File: config.mk
export PLATFORM = sky130hd
export DESIGN_NAME = multi_cycle_ctrl_flat
export DESIGN_NICKNAME = d
export VERILOG_FILES = /design/src/rtl/multi_cycle_ctrl_if.sv /design/src/rtl/multi_cycle_ctrl.sv /design/src/flat_wrapper.sv
export SDC_FILE = /design/constraint.sdc
export NUM_CORES = 1
export LEC_CHECK = 0
export BUFFER_PORTS_ARGS = -buffer_cell sky130_fd_sc_hd__buf_2
export CAP_MARGIN = 10
export CORE_UTILIZATION = 41
export DETAILED_ROUTE_END_ITERATION = 10
export PLACE_DENSITY = 0.72
export SETUP_SLACK_MARGIN = 0.5
export SYNTH_ARGS = -nofsm -noshare
export SYNTH_HDL_FRONTEND = slang
export SYNTH_SLANG_ARGS = --single-unit
File: constraint.sdc
create_clock -name clk -period 2.9 [get_ports clk]
set_input_delay 0.435 -clock clk [delete_from_list [all_inputs] [get_ports clk]]
set_output_delay 0.435 -clock clk [all_outputs]
set_load 0.01 [all_outputs]
File: src/rtl/multi_cycle_ctrl_if.sv
// Control bundle between multi_cycle_ctrl (master) and the MIPS datapath (slave).
// Carries the decode inputs, the memory handshake and every datapath enable/select.
interface multi_cycle_ctrl_if #(
  parameter int unsigned OP_W = 6,
  parameter int unsigned ST_W = 4
);
  logic [OP_W-1:0] opcode;
  logic            zero;
  logic            MIO_ready;
  logic            INT;

  logic            PCWrite;
  logic            PCWriteCond;
  logic            IorD;
  logic            MemRead;
  logic            MemWrite;
  logic            CPU_MIO;
  logic            IRWrite;
  logic            RegDst;
  logic            MemtoReg;
  logic            RegWrite;
  logic            ALUSrcA;
  logic [1:0]      ALUSrcB;
  logic [1:0]      ALUOp;
  logic [1:0]      PCSource;
  logic [ST_W-1:0] state;
  logic            illegal;

  modport master (
    input  opcode, zero, MIO_ready, INT,
    output PCWrite, PCWriteCond, IorD, MemRead, MemWrite, CPU_MIO, IRWrite,
           RegDst, MemtoReg, RegWrite, ALUSrcA, ALUSrcB, ALUOp, PCSource,
           state, illegal
  );

  modport slave (
    output opcode, zero, MIO_ready, INT,
    input  PCWrite, PCWriteCond, IorD, MemRead, MemWrite, CPU_MIO, IRWrite,
           RegDst, MemtoReg, RegWrite, ALUSrcA, ALUSrcB, ALUOp, PCSource,
           state, illegal
  );
endinterface

File: src/rtl/multi_cycle_ctrl.sv
// Multi-cycle MIPS-subset control FSM: sequences fetch/decode/execute/memory/writeback.
// Optional interrupt entry at instruction boundaries is enabled by defining MCCTRL_INT_EN.
module multi_cycle_ctrl #(
  parameter int unsigned OP_W    = 6,
  parameter int unsigned ST_W    = 4,
  parameter logic [31:0] INT_VEC = 32'h0000_0004
) (
  input logic                clk,
  input logic                rst,
  multi_cycle_ctrl_if.master bus
);

  localparam logic [OP_W-1:0] OP_RTYPE = OP_W'(6'b000000);
  localparam logic [OP_W-1:0] OP_LW    = OP_W'(6'b100011);
  localparam logic [OP_W-1:0] OP_SW    = OP_W'(6'b101011);
  localparam logic [OP_W-1:0] OP_BEQ   = OP_W'(6'b000100);
  localparam logic [OP_W-1:0] OP_J     = OP_W'(6'b000010);
  localparam logic [OP_W-1:0] OP_ADDI  = OP_W'(6'b001000);
  localparam logic [OP_W-1:0] OP_ANDI  = OP_W'(6'b001100);
  localparam logic [OP_W-1:0] OP_ORI   = OP_W'(6'b001101);
  localparam logic [OP_W-1:0] OP_SLTI  = OP_W'(6'b001010);

  typedef enum logic [ST_W-1:0] {
    S_IF   = ST_W'(0),
    S_ID   = ST_W'(1),
    S_MADR = ST_W'(2),
    S_MRD  = ST_W'(3),
    S_LWWB = ST_W'(4),
    S_MWR  = ST_W'(5),
    S_EXR  = ST_W'(6),
    S_RWB  = ST_W'(7),
    S_BEQ  = ST_W'(8),
    S_JMP  = ST_W'(9),
    S_EXI  = ST_W'(10),
    S_IWB  = ST_W'(11),
    S_INTR = ST_W'(12)
  } state_e;

  state_e state_q;
  state_e state_d;
  logic   instr_done_c;
  logic   illegal_c;

  // INT_VEC is applied by the datapath when PCSource selects it; zero gates PCWriteCond there.
  logic unused_ok;
`ifdef MCCTRL_INT_EN
  assign unused_ok = ^{INT_VEC, bus.zero};
`else
  assign unused_ok = ^{INT_VEC, bus.zero, bus.INT};
`endif

  always_ff @(posedge clk) begin
    if (!rst) begin
      state_q <= S_IF;
    end else begin
      state_q <= state_d;
    end
  end

  // Next state; instr_done_c marks the cycle that closes an instruction.
  always_comb begin
    state_d      = state_q;
    instr_done_c = 1'b0;
    illegal_c    = 1'b0;
    case (state_q)
      S_IF: begin
        if (bus.MIO_ready) state_d = S_ID;
      end
      S_ID: begin
        case (bus.opcode)
          OP_RTYPE:                          state_d = S_EXR;
          OP_LW, OP_SW:                      state_d = S_MADR;
          OP_BEQ:                            state_d = S_BEQ;
          OP_J:                              state_d = S_JMP;
          OP_ADDI, OP_ANDI, OP_ORI, OP_SLTI: state_d = S_EXI;
          default: begin
            state_d   = S_IF;
            illegal_c = 1'b1;
          end
        endcase
      end
      S_MADR: begin
        if (bus.opcode == OP_LW)      state_d = S_MRD;
        else if (bus.opcode == OP_SW) state_d = S_MWR;
        else                          state_d = S_IF;
      end
      S_MRD: begin
        if (bus.MIO_ready) state_d = S_LWWB;
      end
      S_MWR: begin
        if (bus.MIO_ready) instr_done_c = 1'b1;
      end
      S_LWWB, S_RWB, S_IWB, S_BEQ, S_JMP: instr_done_c = 1'b1;
      S_EXR:   state_d = S_RWB;
      S_EXI:   state_d = S_IWB;
      S_INTR:  state_d = S_IF;
      default: state_d = S_IF;
    endcase

`ifdef MCCTRL_INT_EN
    if (illegal_c || (instr_done_c && bus.INT)) state_d = S_INTR;
    else if (instr_done_c)                      state_d = S_IF;
`else
    if (instr_done_c || illegal_c) state_d = S_IF;
`endif
  end

  // Datapath controls decoded from the current state; all forced low while in reset.
  always_comb begin
    bus.PCWrite     = 1'b0;
    bus.PCWriteCond = 1'b0;
    bus.IorD        = 1'b0;
    bus.MemRead     = 1'b0;
    bus.MemWrite    = 1'b0;
    bus.IRWrite     = 1'b0;
    bus.RegDst      = 1'b0;
    bus.MemtoReg    = 1'b0;
    bus.RegWrite    = 1'b0;
    bus.ALUSrcA     = 1'b0;
    bus.ALUSrcB     = 2'b00;
    bus.ALUOp       = 2'b00;
    bus.PCSource    = 2'b00;
    bus.illegal     = 1'b0;
    bus.state       = '0;
    if (rst) begin
      bus.state = ST_W'(state_q);
      case (state_q)
        S_IF: begin
          bus.MemRead = 1'b1;
          bus.ALUSrcB = 2'b01;
          bus.IRWrite = bus.MIO_ready;
          bus.PCWrite = bus.MIO_ready;
        end
        S_ID: begin
          bus.ALUSrcB = 2'b11;
          bus.illegal = illegal_c;
        end
        S_MADR: begin
          bus.ALUSrcA = 1'b1;
          bus.ALUSrcB = 2'b10;
        end
        S_MRD: begin
          bus.MemRead = 1'b1;
          bus.IorD    = 1'b1;
        end
        S_LWWB: begin
          bus.RegWrite = 1'b1;
          bus.MemtoReg = 1'b1;
        end
        S_MWR: begin
          bus.MemWrite = 1'b1;
          bus.IorD     = 1'b1;
        end
        S_EXR: begin
          bus.ALUSrcA = 1'b1;
          bus.ALUOp   = 2'b10;
        end
        S_RWB: begin
          bus.RegWrite = 1'b1;
          bus.RegDst   = 1'b1;
        end
        S_EXI: begin
          bus.ALUSrcA = 1'b1;
          bus.ALUSrcB = 2'b10;
          bus.ALUOp   = 2'b11;
        end
        S_IWB: begin
          bus.RegWrite = 1'b1;
        end
        S_BEQ: begin
          bus.ALUSrcA     = 1'b1;
          bus.ALUOp       = 2'b01;
          bus.PCWriteCond = 1'b1;
          bus.PCSource    = 2'b01;
        end
        S_JMP: begin
          bus.PCWrite  = 1'b1;
          bus.PCSource = 2'b10;
        end
`ifdef MCCTRL_INT_EN
        S_INTR: begin
          bus.PCWrite  = 1'b1;
          bus.PCSource = 2'b11;
        end
`endif
        default: begin
          bus.PCWrite = 1'b0;
        end
      endcase
    end
    bus.CPU_MIO = bus.MemRead | bus.MemWrite;
  end

endmodule
File: src/flat_wrapper.sv
// flat-port wrapper written by rule: the top's interface ports become plain ports
module multi_cycle_ctrl_flat 
#(
  parameter int unsigned OP_W    = 6,
  parameter int unsigned ST_W    = 4,
  parameter logic [31:0] INT_VEC = 32'h0000_0004
)
  (clk, rst, bus_opcode, bus_zero, bus_MIO_ready, bus_INT, bus_PCWrite, bus_PCWriteCond, bus_IorD, bus_MemRead, bus_MemWrite, bus_CPU_MIO, bus_IRWrite, bus_RegDst, bus_MemtoReg, bus_RegWrite, bus_ALUSrcA, bus_ALUSrcB, bus_ALUOp, bus_PCSource, bus_state, bus_illegal);
  multi_cycle_ctrl_if #(.OP_W(OP_W), .ST_W(ST_W)) bus_i ();
  input logic clk;
  input logic rst;
  input wire logic [$bits(bus_i.opcode)-1:0] bus_opcode;
  input wire logic [$bits(bus_i.zero)-1:0] bus_zero;
  input wire logic [$bits(bus_i.MIO_ready)-1:0] bus_MIO_ready;
  input wire logic [$bits(bus_i.INT)-1:0] bus_INT;
  output wire logic [$bits(bus_i.PCWrite)-1:0] bus_PCWrite;
  output wire logic [$bits(bus_i.PCWriteCond)-1:0] bus_PCWriteCond;
  output wire logic [$bits(bus_i.IorD)-1:0] bus_IorD;
  output wire logic [$bits(bus_i.MemRead)-1:0] bus_MemRead;
  output wire logic [$bits(bus_i.MemWrite)-1:0] bus_MemWrite;
  output wire logic [$bits(bus_i.CPU_MIO)-1:0] bus_CPU_MIO;
  output wire logic [$bits(bus_i.IRWrite)-1:0] bus_IRWrite;
  output wire logic [$bits(bus_i.RegDst)-1:0] bus_RegDst;
  output wire logic [$bits(bus_i.MemtoReg)-1:0] bus_MemtoReg;
  output wire logic [$bits(bus_i.RegWrite)-1:0] bus_RegWrite;
  output wire logic [$bits(bus_i.ALUSrcA)-1:0] bus_ALUSrcA;
  output wire logic [$bits(bus_i.ALUSrcB)-1:0] bus_ALUSrcB;
  output wire logic [$bits(bus_i.ALUOp)-1:0] bus_ALUOp;
  output wire logic [$bits(bus_i.PCSource)-1:0] bus_PCSource;
  output wire logic [$bits(bus_i.state)-1:0] bus_state;
  output wire logic [$bits(bus_i.illegal)-1:0] bus_illegal;
  assign bus_i.opcode = bus_opcode;
  assign bus_i.zero = bus_zero;
  assign bus_i.MIO_ready = bus_MIO_ready;
  assign bus_i.INT = bus_INT;
  assign bus_PCWrite = bus_i.PCWrite;
  assign bus_PCWriteCond = bus_i.PCWriteCond;
  assign bus_IorD = bus_i.IorD;
  assign bus_MemRead = bus_i.MemRead;
  assign bus_MemWrite = bus_i.MemWrite;
  assign bus_CPU_MIO = bus_i.CPU_MIO;
  assign bus_IRWrite = bus_i.IRWrite;
  assign bus_RegDst = bus_i.RegDst;
  assign bus_MemtoReg = bus_i.MemtoReg;
  assign bus_RegWrite = bus_i.RegWrite;
  assign bus_ALUSrcA = bus_i.ALUSrcA;
  assign bus_ALUSrcB = bus_i.ALUSrcB;
  assign bus_ALUOp = bus_i.ALUOp;
  assign bus_PCSource = bus_i.PCSource;
  assign bus_state = bus_i.state;
  assign bus_illegal = bus_i.illegal;
  multi_cycle_ctrl #(.OP_W(OP_W), .ST_W(ST_W), .INT_VEC(INT_VEC)) u_core (.clk(clk), .rst(rst), .bus(bus_i));
endmodule
==> flow_summary_export.csv, run 1 <==
group,metric,value,unit
run_status,status,"complete, but fails checks",
run_status,violations,"DRC",
synthesis,synth_cell_types,47,
hold_path,hold_depth,4,
setup_path,worstRegToRegCells,4,
global_routing,grt_usage,20.9,%
finish,areaGrowthSynthToFinish,17.8,%
clock_network,cts_buffer_depth,2,
routing,wl_per_cell,12.5,um
synthesis,ys_ff_latch,4,
synthesis,synthCells,101,
clock_network,cts_tree,"built",
clock_network,holdBufCountCts,0,
sta,setup_ws,0.670,ns
synthesis,yosysTopAreaCell,"dfxtp_1",
hold_path,holdCritStartpoint,"bus_opcode[1]",
run,maxCapViolCount,0,
sta,rsz0062_at_grt,"no",
global_routing,grt_max_degree,20,
routing,dr_total_vias,825,
sta,clock.fmax,0.449,GHz
setup_path,cp_slowest_cell,"dfxtp_1",
place,dp_worst_setup_slack,0.920,ns
finish,layout.nets,138,
setup_path,worstPathCellList,"nor2b_2, or2_4, o32ai_1, and2_1, buf_2",
setup_path,endpoint_kind,"output pin",
synthesis,synthArstFlopShare,0,%
clock_network,cts_resized,0,
sta,setup_viol,0,
synthesis,synth-edff-count,0,
routing,drt-total-wl,1.76,mm
pwr,leakagePower,0.395,nW
sta,setup_tns,0,ns
clock_network,cts_root_buf,"clkbuf_4",
synthesis,netlist_area,709,um2
routing,drtAntennaViolNets,0,
sta,slew_violations,0,
synthesis,syn-mean-instance-area,7.02,um2
sta,worst_pin_slew,0.645,ns
die,core_area,1560,um2
global_routing,grt_pass1_wl,3.12,mm
pwr,intPower,0.132,mW
clock_network,cts.sinks,4,
die,die_area,1900,um2
place,port_buffers,30,
clock_network,clk_latency,0.23,ns
pwr,peakVddDrop,0.293,mV
sta,finalHoldViolations,0,
global_routing,antenna_found_initial,0,
clock_network,clk_pin_slew,0.04,ns
clock_network,cts_inserted_buffers,3,
synthesis,yosysTopAreaCellShare,11.3,%
setup_path,r2r_setup_slack,1.25,ns
sta,slew_headroom,56.9,%
synthesis,yosys-top-cells-area,"dfxtp_1 (11%), nor2_1 (7.4%), and2_1 (5.3%)",
die,fp.dieW,43.6,um
routing,dr.pass1.iters,8,
setup_path,worstPathArrival,1.79,ns
global_routing,grt_pass1_vias,717,
finish,largest_reg_flops,4,
clock_network,postCtsSetupBuffers,0,
sta,clock_skew,0.00348,ns
finish,diodes,0,
synthesis,ys_warn_count,0,
pwr,switching_share,33.4,%
setup_path,max_stage_delay,0.69,ns
setup_path,critPathKind,"reg -> out",
routing,dr.first_iter.drc_count,24,
synthesis,syn_nets,112,
synthesis,seq_area_frac_synth,11.3,%
setup_path,path_max_fanout,18,
finish,fillCellCount,168,
pwr,power,0.199,mW
synthesis,yosys_most_used_dff,"dfxtp_1",
setup_path,r2r-start,"u_core.state_q[3]$_SDFFE_PP0P_",
setup_path,worstReg2RegEnd,"u_core.state_q[3]$_SDFFE_PP0P_",
routing,drc,4,
clock_network,cts_max_level,1,
pwr,p_comb_share,33.8,%
routing,viasPerCell,5.85,
hold_path,worstHoldEndpoint,"u_core.state_q[2]$_SDFFE_PP0P_",
die,start_util,45.5,%
pwr,cellPowerDensity,238,nW/um2
place,gp_congestion,0.798,
die,placementRows,14,
synthesis,yosys-top-cells-count,"nor2_1 (14), nand2_1 (8), and2_1 (6)",
setup_path,worst_ep_required_time,2.47,ns
pwr,p_clk_share,34.1,%
finish,drive_gt1_share,33.6,%
pwr,power_frac_seq,32.1,%
hold_path,min_path_type,"in -> reg",
synthesis,synth.most_common_cell,"nor2_1",
place,dp_hpwl,1.32,mm
sta,fin_crit_sh,76.9,%
finish,top_regs,"u_core.state_q x4",
pwr,power.switching,0.0663,mW
finish,largest_register,"u_core.state_q",
die,io_pins,33,
setup_path,cp-start-kind,"flop",
sta,finalCriticalPeriod,2.23,ns
global_routing,overflow,0,
die,die_h,43.6,um
## routing by layer
layer / GRT usage [%] / routed length, um
met5: 0 / 0
met2: 36.7 / 809
met4: 0.625 / 0
met1: 26.6 / 780
met3: 6.25 / 172
## power by group through the flow
stage          Sequential, mW  Combinational, mW  Clock [mW]
2_1_floorplan          0.0597             0.0499           0
3_3_place_gp           0.0643             0.0655           0
3_5_place_dp           0.0643             0.0670           0
4_1_cts                0.0635             0.0673      0.0721
5_1_grt                0.0643             0.0757      0.0787
6_report               0.0638             0.0671      0.0678
## worst max-delay path, delay by kind of cell (launching register included)
kind / cells / cell delay [ns]
AOI/OAI and AO/OA: 1 / 0.23
buffers and inverters: 1 / 0.12
DFF: 1 / 0.69
and+or+nand+nor: 3 / 0.52
## cell type report
cell class / instances / area, um2 / area share (%)
inverters: 4 / 15.0 / 1.80
repair buffers: 30 / 150 / 18.0
flip-flops and latches: 4 / 80.1 / 9.58
well taps: 16 / 20.0 / 2.40
multi-input cells: 84 / 548 / 65.6
clock buffers: 3 / 22.5 / 2.69
## cells by family after synthesis
family                 count (synthesis)  synth area share (%)
flip-flops                             4                  11.3
XOR/XNOR                               2                  2.47
multiplexers                           1                  1.41
AND/OR/NAND/NOR                       58                  48.0
buffers and inverters                 13                  11.5
AO/OA/AOI/OAI                         23                  25.4
## through the flow
step,hold slack [ns],cells,area (um2),util (%)
finish,0.583,141,836,53.6
global route,0.588,141,836,53.6
CTS,0.564,141,836,53.6
detailed placement,0.730,138,813,52.2
global placement,0.708,138,813,52.2
floorplan,0.563,101,709,-
## how the worst max path moves through the flow
stage                                         from      endpoint  slack [ns]
global placement    u_core.state_q[1]$_SDFFE_PP0P_   bus_CPU_MIO        0.93
CTS                 u_core.state_q[1]$_SDFFE_PP0P_  bus_RegWrite        0.68
global route        u_core.state_q[1]$_SDFFE_PP0P_   bus_CPU_MIO        0.54
floorplan                            bus_opcode[2]   bus_illegal        1.15
finish              u_core.state_q[1]$_SDFFE_PP0P_  bus_RegWrite        0.67
detailed placement  u_core.state_q[1]$_SDFFE_PP0P_   bus_CPU_MIO        0.92
## cells in the final DEF (no fill, tap or decap), drive strengths merged, types with 2 or more instances in the layout
master and count:
and2 6, nand2b 4, clkbuf 3, nand2 8, inv 4, or2 3, nor3 5, a31oi 2
nor2b 4, dfxtp 4, nor2 14, buf 30, o211ai 2, a21oi 5, o21bai 2, and3 2
or3 2, nor4 5
Power figures use the tool's default switching activity.
==> run 2: changes to the inputs <==
- PLACE_DENSITY: 0.72 -> 0.75
- clock period: 2.9 -> 1.89 ns (I/O delays scaled with it)
==> run 2 against run 1 <==
  * The flow still finishes with violations (DRC)
  * Largest power group is now combinational cells
  * Routed wire length is 58% higher
  * Power rose by 83%
  * Setup slack worse by 0.57 ns
  * Register-to-register slack worse by 1.0 ns
  * Sequential cell count unchanged
  * First-iteration DRC count rose by 120%
  * Cell count grew 13%
  * Via count grew 23%
  * Largest cell class unchanged
==> flow_summary_export.csv, run 2 (same netlist as run 1, synthesis figures left out) <==
group,metric,value,unit
finish,areaGrowthSynthToFinish,70.7,%
hold_path,min_path_type,"in -> reg",
routing,dr_total_vias,1016,
sta,clock.fmax,0.559,GHz
pwr,peakVddDrop,0.221,mV
sta,clock_skew,0.00277,ns
routing,dr.pass1.iters,7,
setup_path,endpoint_kind,"output pin",
routing,viasPerCell,6.35,
setup_path,cp-start-kind,"flop",
pwr,switching_share,37.1,%
die,io_pins,33,
routing,drtAntennaViolNets,0,
die,die_h,43.6,um
setup_path,max_stage_delay,0.35,ns
pwr,p_comb_share,46.4,%
die,start_util,45.5,%
finish,drive_gt1_share,61.8,%
run,maxCapViolCount,0,
finish,final_cells,160,
clock_network,cts_tree,"built",
die,placementRows,14,
setup_path,path_max_fanout,6,
global_routing,antenna_found_initial,0,
setup_path,worst_ep_required_time,1.61,ns
setup_path,cp_slowest_cell,"dfxtp_4",
finish,layout.nets,157,
finish,diodes,0,
global_routing,grt_max_degree,14,
place,dp_cells,142,
finish,mostFrequentLayoutCell,"buf_2",
die,fp.dieW,43.6,um
sta,setup_tns,0,ns
global_routing,grt_usage,26.3,%
sta,finalCriticalPeriod,1.79,ns
routing,dr.first_iter.drc_count,52,
finish,multi_input_area,723,um2
clock_network,clk_pin_slew,0.04,ns
sta,slew_violations,0,
sta,setup_viol,0,
pwr,p_clk_share,29.3,%
finish,largest_reg_flops,4,
sta,fin_crit_sh,94.6,%
clock_network,cts_root_buf,"clkbuf_4",
setup_path,worstPathArrival,1.50,ns
routing,drt-total-wl,2.79,mm
run_status,violations,"DRC",
finish,largest_register,"u_core.state_q",
global_routing,grt_pass1_vias,854,
pwr,power_frac_seq,24.3,%
finish,top_regs,"u_core.state_q x4",
place,dp_hpwl,1.43,mm
pwr,cellPowerDensity,300,nW/um2
pwr,intPower,0.229,mW
global_routing,overflow,0,
clock_network,cts.sinks,4,
pwr,leakagePower,0.532,nW
sta,finalHoldViolations,0,
routing,drc,3,
finish,fillCellCount,88,
clock_network,cts_max_level,1,
pwr,power.switching,0.135,mW
global_routing,grt_pass1_wl,3.76,mm
run_status,status,"complete, but fails checks",
clock_network,clk_latency,0.24,ns
sta,slew_headroom,76.1,%
setup_path,critPathKind,"reg -> out",
place,gp_congestion,0.860,
clock_network,cts_inserted_buffers,3,
setup_path,worstPathCellList,"buf_4, buf_6, buf_8, nor2_4, nand2_4, a211oi_2, buf_2",
routing,wl_per_cell,17.4,um
sta,rsz0062_at_grt,"yes",
clock_network,cts_buffer_depth,2,
sta,worst_pin_slew,0.353,ns
clock_network,holdBufCountCts,0,
die,die_area,1900,um2
die,core_area,1560,um2
place,port_buffers,30,
finish,most-common-layout-cells,"buf_2 (28), buf_4 (13), nor2_1 (9)",
finish,regArea,95.1,um2
==> run 2: worst max-delay path, delay by kind of cell (launching register included) <==
| family | cells | cell delay [ns] |
|---|---|---|
| compound gates | 1 | 0.17 |
| buf+inv | 4 | 0.52 |
| flops | 1 | 0.35 |
| simple gates | 2 | 0.21 |
==> run 2: final timing paths <==
| path | from | slack [ns] | cells past startpoint | endpoint |
|---|---|---|---|---|
| setup / recovery | u_core.state_q[1]$_SDFFE_PP0P_ | 0.10 | 7 | bus_illegal |
| hold / removal | bus_opcode[1] | 0.48 | 4 | u_core.state_q[2]$_SDFFE_PP0P_ |
| setup reg to reg | u_core.state_q[1]$_SDFFE_PP0P_ | 0.21 | 9 | u_core.state_q[1]$_SDFFE_PP0P_ |
| hold reg to reg | u_core.state_q[2]$_SDFFE_PP0P_ | 0.62 | 1 | u_core.state_q[3]$_SDFFE_PP0P_ |
==> run 2: final cells by class <==
type | instances | share of cell area (%)
multi-input cells | 84 | 59.7
repair buffers | 49 | 27.7
flip-flops and latches | 4 | 7.85
clock buffers | 3 | 1.86
well taps | 16 | 1.65
inverters | 4 | 1.24
==> run 2: repair_timing <==
item | 4_1_cts | 5_1_grt
pin swaps | 8 | 8
buffers inserted | 9 | 5
gates resized for setup | 31 | 19
endpoints found under the setup margin | 24 | 24
cloned | 1 | 0
endpoints found under the hold margin | 0 | 0
==> run 2: layer usage <==
metal | track usage (%) | part of all wire, % | wire length, um | vias to the layer above
li1 | - | - | - | 455
met5 | 0 | 0 | 0 | -
met1 | 30.7 | 38 | 1070 | 474
met2 | 46.6 | 51 | 1410 | 69
met4 | 11.9 | 3.7 | 102 | 0
met3 | 4.17 | 7.3 | 203 | 18
==> run 2: power by group through the flow <==
stage	combinational (mW)	clock [mW]	sequential, mW
finish	0.169	0.107	0.0884
floorplan	0.0807	0	0.0916
CTS	0.144	0.111	0.0889
global route	0.177	0.117	0.0886
detailed placement	0.117	0	0.0938
global placement	0.114	0	0.0938
==> run 2: metrics by stage <==
stage	setup slack [ns]	area, um2	utilization (%)	power [mW]	hold WS (ns)
final	0.102	1210	77.7	0.363	0.483
after global routing	0.0297	1210	77.7	0.383	0.481
after CTS	0.169	1080	69.4	0.344	0.425
after detailed placement	0.309	865	55.5	0.211	0.676
after global placement	0.299	865	55.5	0.208	0.679
after floorplan	0.425	731	-	0.172	0.479
==> run 3: changes to the inputs <==
- ABC_AREA: unset -> 1
- PLACE_DENSITY: 0.75 -> 0.74
==> run 3 against run 2 <==
  * The run now ends clean
  * Via count rose by 2.6%
  * Setup slack gained 0.22 ns
  * Final area is 2.5% lower
  * Routed wire length decreased by 8.5%
  * Cell count grew 28%
  * Sequential power rose by 30%
  * Fmax is 14% higher
  * Clock power is 4% higher
  * Combinational power up 63%
  * Power increased by 38%
  * Critical path depth is 2 lower
  * Critical path type unchanged
  * Largest power group unchanged
  * Highest routed layer unchanged
==> flow_summary_export.csv, run 3 <==
group,metric,value,unit
run_status,status,"completed",
sta,finalCriticalPeriod,1.57,ns
finish,fillCellCount,123,
synthesis,synth_cell_types,23,
synthesis,synth-edff-count,0,
synthesis,synth.most_common_cell,"nand2_1",
sta,finalHoldViolations,0,
clock_network,cts_inserted_buffers,3,
routing,drt-total-wl,2.55,mm
pwr,power_frac_seq,22.9,%
die,fp.dieW,44.3,um
setup_path,cp-startpoint,"u_core.state_q[2]$_SDFFE_PP0P_",
die,io_pins,33,
routing,drc,0,
sta,worst_pin_slew,0.477,ns
setup_path,r2r-start,"u_core.state_q[0]$_SDFFE_PP0P_",
setup_path,endpoint_kind,"output pin",
place,port_buffers,30,
sta,fin_crit_sh,83.1,%
clock_network,cts_tree,"built",
place,dp_hpwl,1.51,mm
pwr,p_comb_share,54.9,%
synthesis,seq_area_frac_synth,10.9,%
pwr,peakVddDrop,0.306,mV
sta,slew_violations,0,
global_routing,grt_use_met3,0.408,%
setup_path,critPathCapture,"bus_PCWriteCond",
routing,dr.first_iter.drc_count,36,
finish,diodes,0,
finish,most-common-layout-cells,"buf_2 (28), nand2_1 (26), nor2_1 (18)",
sta,rsz0062_at_grt,"yes",
finish,drive_gt1_share,55.6,%
setup_path,crit_family,"flip-flops",
global_routing,grt_pass1_wl,3.89,mm
setup_path,r2r_setup_slack,0.54,ns
setup_path,cp_slowest_cell,"dfxtp_4",
synthesis,ys_ff_latch,4,
global_routing,antenna_found_initial,0,
pwr,power.switching,0.219,mW
setup_path,critPathKind,"reg -> out",
clock_network,cts_root_buf,"clkbuf_4",
run,maxCapViolCount,0,
synthesis,yosysTopAreaCell,"nand2_1",
clock_network,holdBufCountCts,0,
synthesis,syn_nets,149,
sta,setup_viol,0,
sta,slew_headroom,68.1,%
finish,multi_input_area,646,um2
setup_path,max_stage_delay,0.40,ns
pwr,cellPowerDensity,424,nW/um2
setup_path,worstPathArrival,1.29,ns
routing,dr_total_vias,1042,
clock_network,cts_max_level,1,
setup_path,crit_cells,5,
synthesis,yosysTopAreaCellShare,16.4,%
global_routing,grt_usage,25.6,%
pwr,switching_share,43.6,%
routing,wl_per_cell,12.5,um
routing,drtAntennaViolNets,0,
clock_network,cts_buffer_depth,2,
pwr,p_clk_share,22.2,%
global_routing,grt_pass1_vias,928,
synthesis,ys_warn_count,0,
hold_path,min_path_type,"in -> reg",
finish,regArea,95.1,um2
finish,final_cells,204,
die,core_area,1590,um2
setup_path,crit_buf_inv,3,
global_routing,grt_max_degree,15,
setup_path,cp-start-kind,"flop",
global_routing,overflow,0,
setup_path,path_max_fanout,6,
die,start_util,46.0,%
place,dp_cells,188,
setup_path,worstReg2RegEnd,"u_core.state_q[0]$_SDFFE_PP0P_",
synthesis,yosys-top-cells-area,"nand2_1 (16%), nor2_1 (12%), dfxtp_1 (11%)",
clock_network,clk_latency,0.24,ns
clock_network,cts.sinks,4,
sta,setup_tns,0,ns
synthesis,synthArstFlopShare,0,%
global_routing,use_met1,32.6,%
finish,layout.nets,193,
global_routing,grt_use_met2,44.7,%
place,place_area,898,um2
synthesis,yosys-top-cells-count,"nand2_1 (32), nor2_1 (23), inv_1 (19)",
place,gp_congestion,0.849,
place,dp_worst_setup_slack,0.334,ns
setup_path,worstRegToRegCells,8,
pwr,intPower,0.282,mW
pwr,leakagePower,0.634,nW
die,die_h,44.3,um
routing,dr.pass1.iters,4,
finish,final_area,1180,um2
synthesis,syn-mean-instance-area,5.31,um2
setup_path,worst_ep_required_time,1.61,ns
pwr,power,0.501,mW
sta,clock_skew,0.00447,ns
sta,clock.fmax,0.637,GHz
finish,largest_reg_flops,4,
finish,mostFrequentLayoutCell,"buf_2",
routing,viasPerCell,5.11,
finish,largest_register,"u_core.state_q",
die,die_area,1960,um2
finish,areaGrowthSynthToFinish,61.1,%
synthesis,synthCells,138,
sta,setup_ws,0.320,ns
synthesis,netlist_area,733,um2
synthesis,yosys_most_used_dff,"dfxtp_1",
clock_network,clk_pin_slew,0.04,ns
finish,top_regs,"u_core.state_q x4",
global_routing,grt.busiest_layer,"met2",
setup_path,worstPathCellList,"buf_12, nor3_4, inv_2, nor2_4, buf_6",
die,placementRows,14,
run 3: worst min-delay path by stage:
stage                                        start                             end  slack (ns)  depth (start not counted)
global route                         bus_opcode[3]  u_core.state_q[1]$_SDFFE_PP0P_        0.53                          6
CTS                                  bus_opcode[3]  u_core.state_q[2]$_SDFFE_PP0P_        0.49                          5
global placement    u_core.state_q[2]$_SDFFE_PP0P_  u_core.state_q[2]$_SDFFE_PP0P_        0.64                          2
finish                               bus_opcode[3]  u_core.state_q[2]$_SDFFE_PP0P_        0.50                          5
detailed placement  u_core.state_q[2]$_SDFFE_PP0P_  u_core.state_q[2]$_SDFFE_PP0P_        0.63                          2
floorplan                                      rst  u_core.state_q[0]$_SDFFE_PP0P_        0.56                          4
run 3: worst min-delay path: cells and delay by family:
| kind | cells | cell delay, ns |
|---|---|---|
| AND/OR/NAND/NOR | 3 | 0.24 |
| buffers and inverters | 1 | 0.13 |
| AO/OA/AOI/OAI | 1 | 0.05 |
run 3: final cells by class:
| type | count | area share [%] |
|---|---|---|
| multi-input combinational | 106 | 54.7 |
| timing repair buffer | 43 | 24.2 |
| inverter | 24 | 8.69 |
| sequential | 4 | 8.05 |
| tap | 24 | 2.54 |
| clock buffer | 3 | 1.91 |
run 3: routing by layer:
layer / vias to the layer above / part of all wire, %
met4: 0 / 1.5
met3: 4 / 5.1
li1: 515 / -
met2: 45 / 51
met5: - / 0
met1: 478 / 42
run 3: stage by stage:
step | util [%] | hold WS [ns]
2_1_floorplan | - | 0.557
3_3_place_gp | 56.4 | 0.641
3_5_place_dp | 56.4 | 0.632
4_1_cts | 68.1 | 0.492
5_1_grt | 74.1 | 0.533
6_report | 74.1 | 0.501
run 3: what timing repair did:
item                                    CTS  global route
resized for setup                        28            15
endpoints found under the setup margin   22            18
hold endpoints to repair                  0             0
buffers inserted                          8             5
pin swaps                                 7             8
run 3: cell families (layout without fill, tap and decap cells):
logic type      count (synthesis)  after routing  share of synthesized area, %
compound gates                 12             12                          11.9
buf+inv                        28             70                          16.4
flops                           4              4                          10.9
simple gates                   94             94                          60.8
run 3: power groups by stage:
stage	clock network [mW]	logic, mW	registers (mW)
after floorplan	0	0.153	0.0945
after global placement	0	0.178	0.110
after detailed placement	0	0.181	0.109
after CTS	0.113	0.237	0.109
after global routing	0.124	0.298	0.116
final	0.111	0.275	0.115
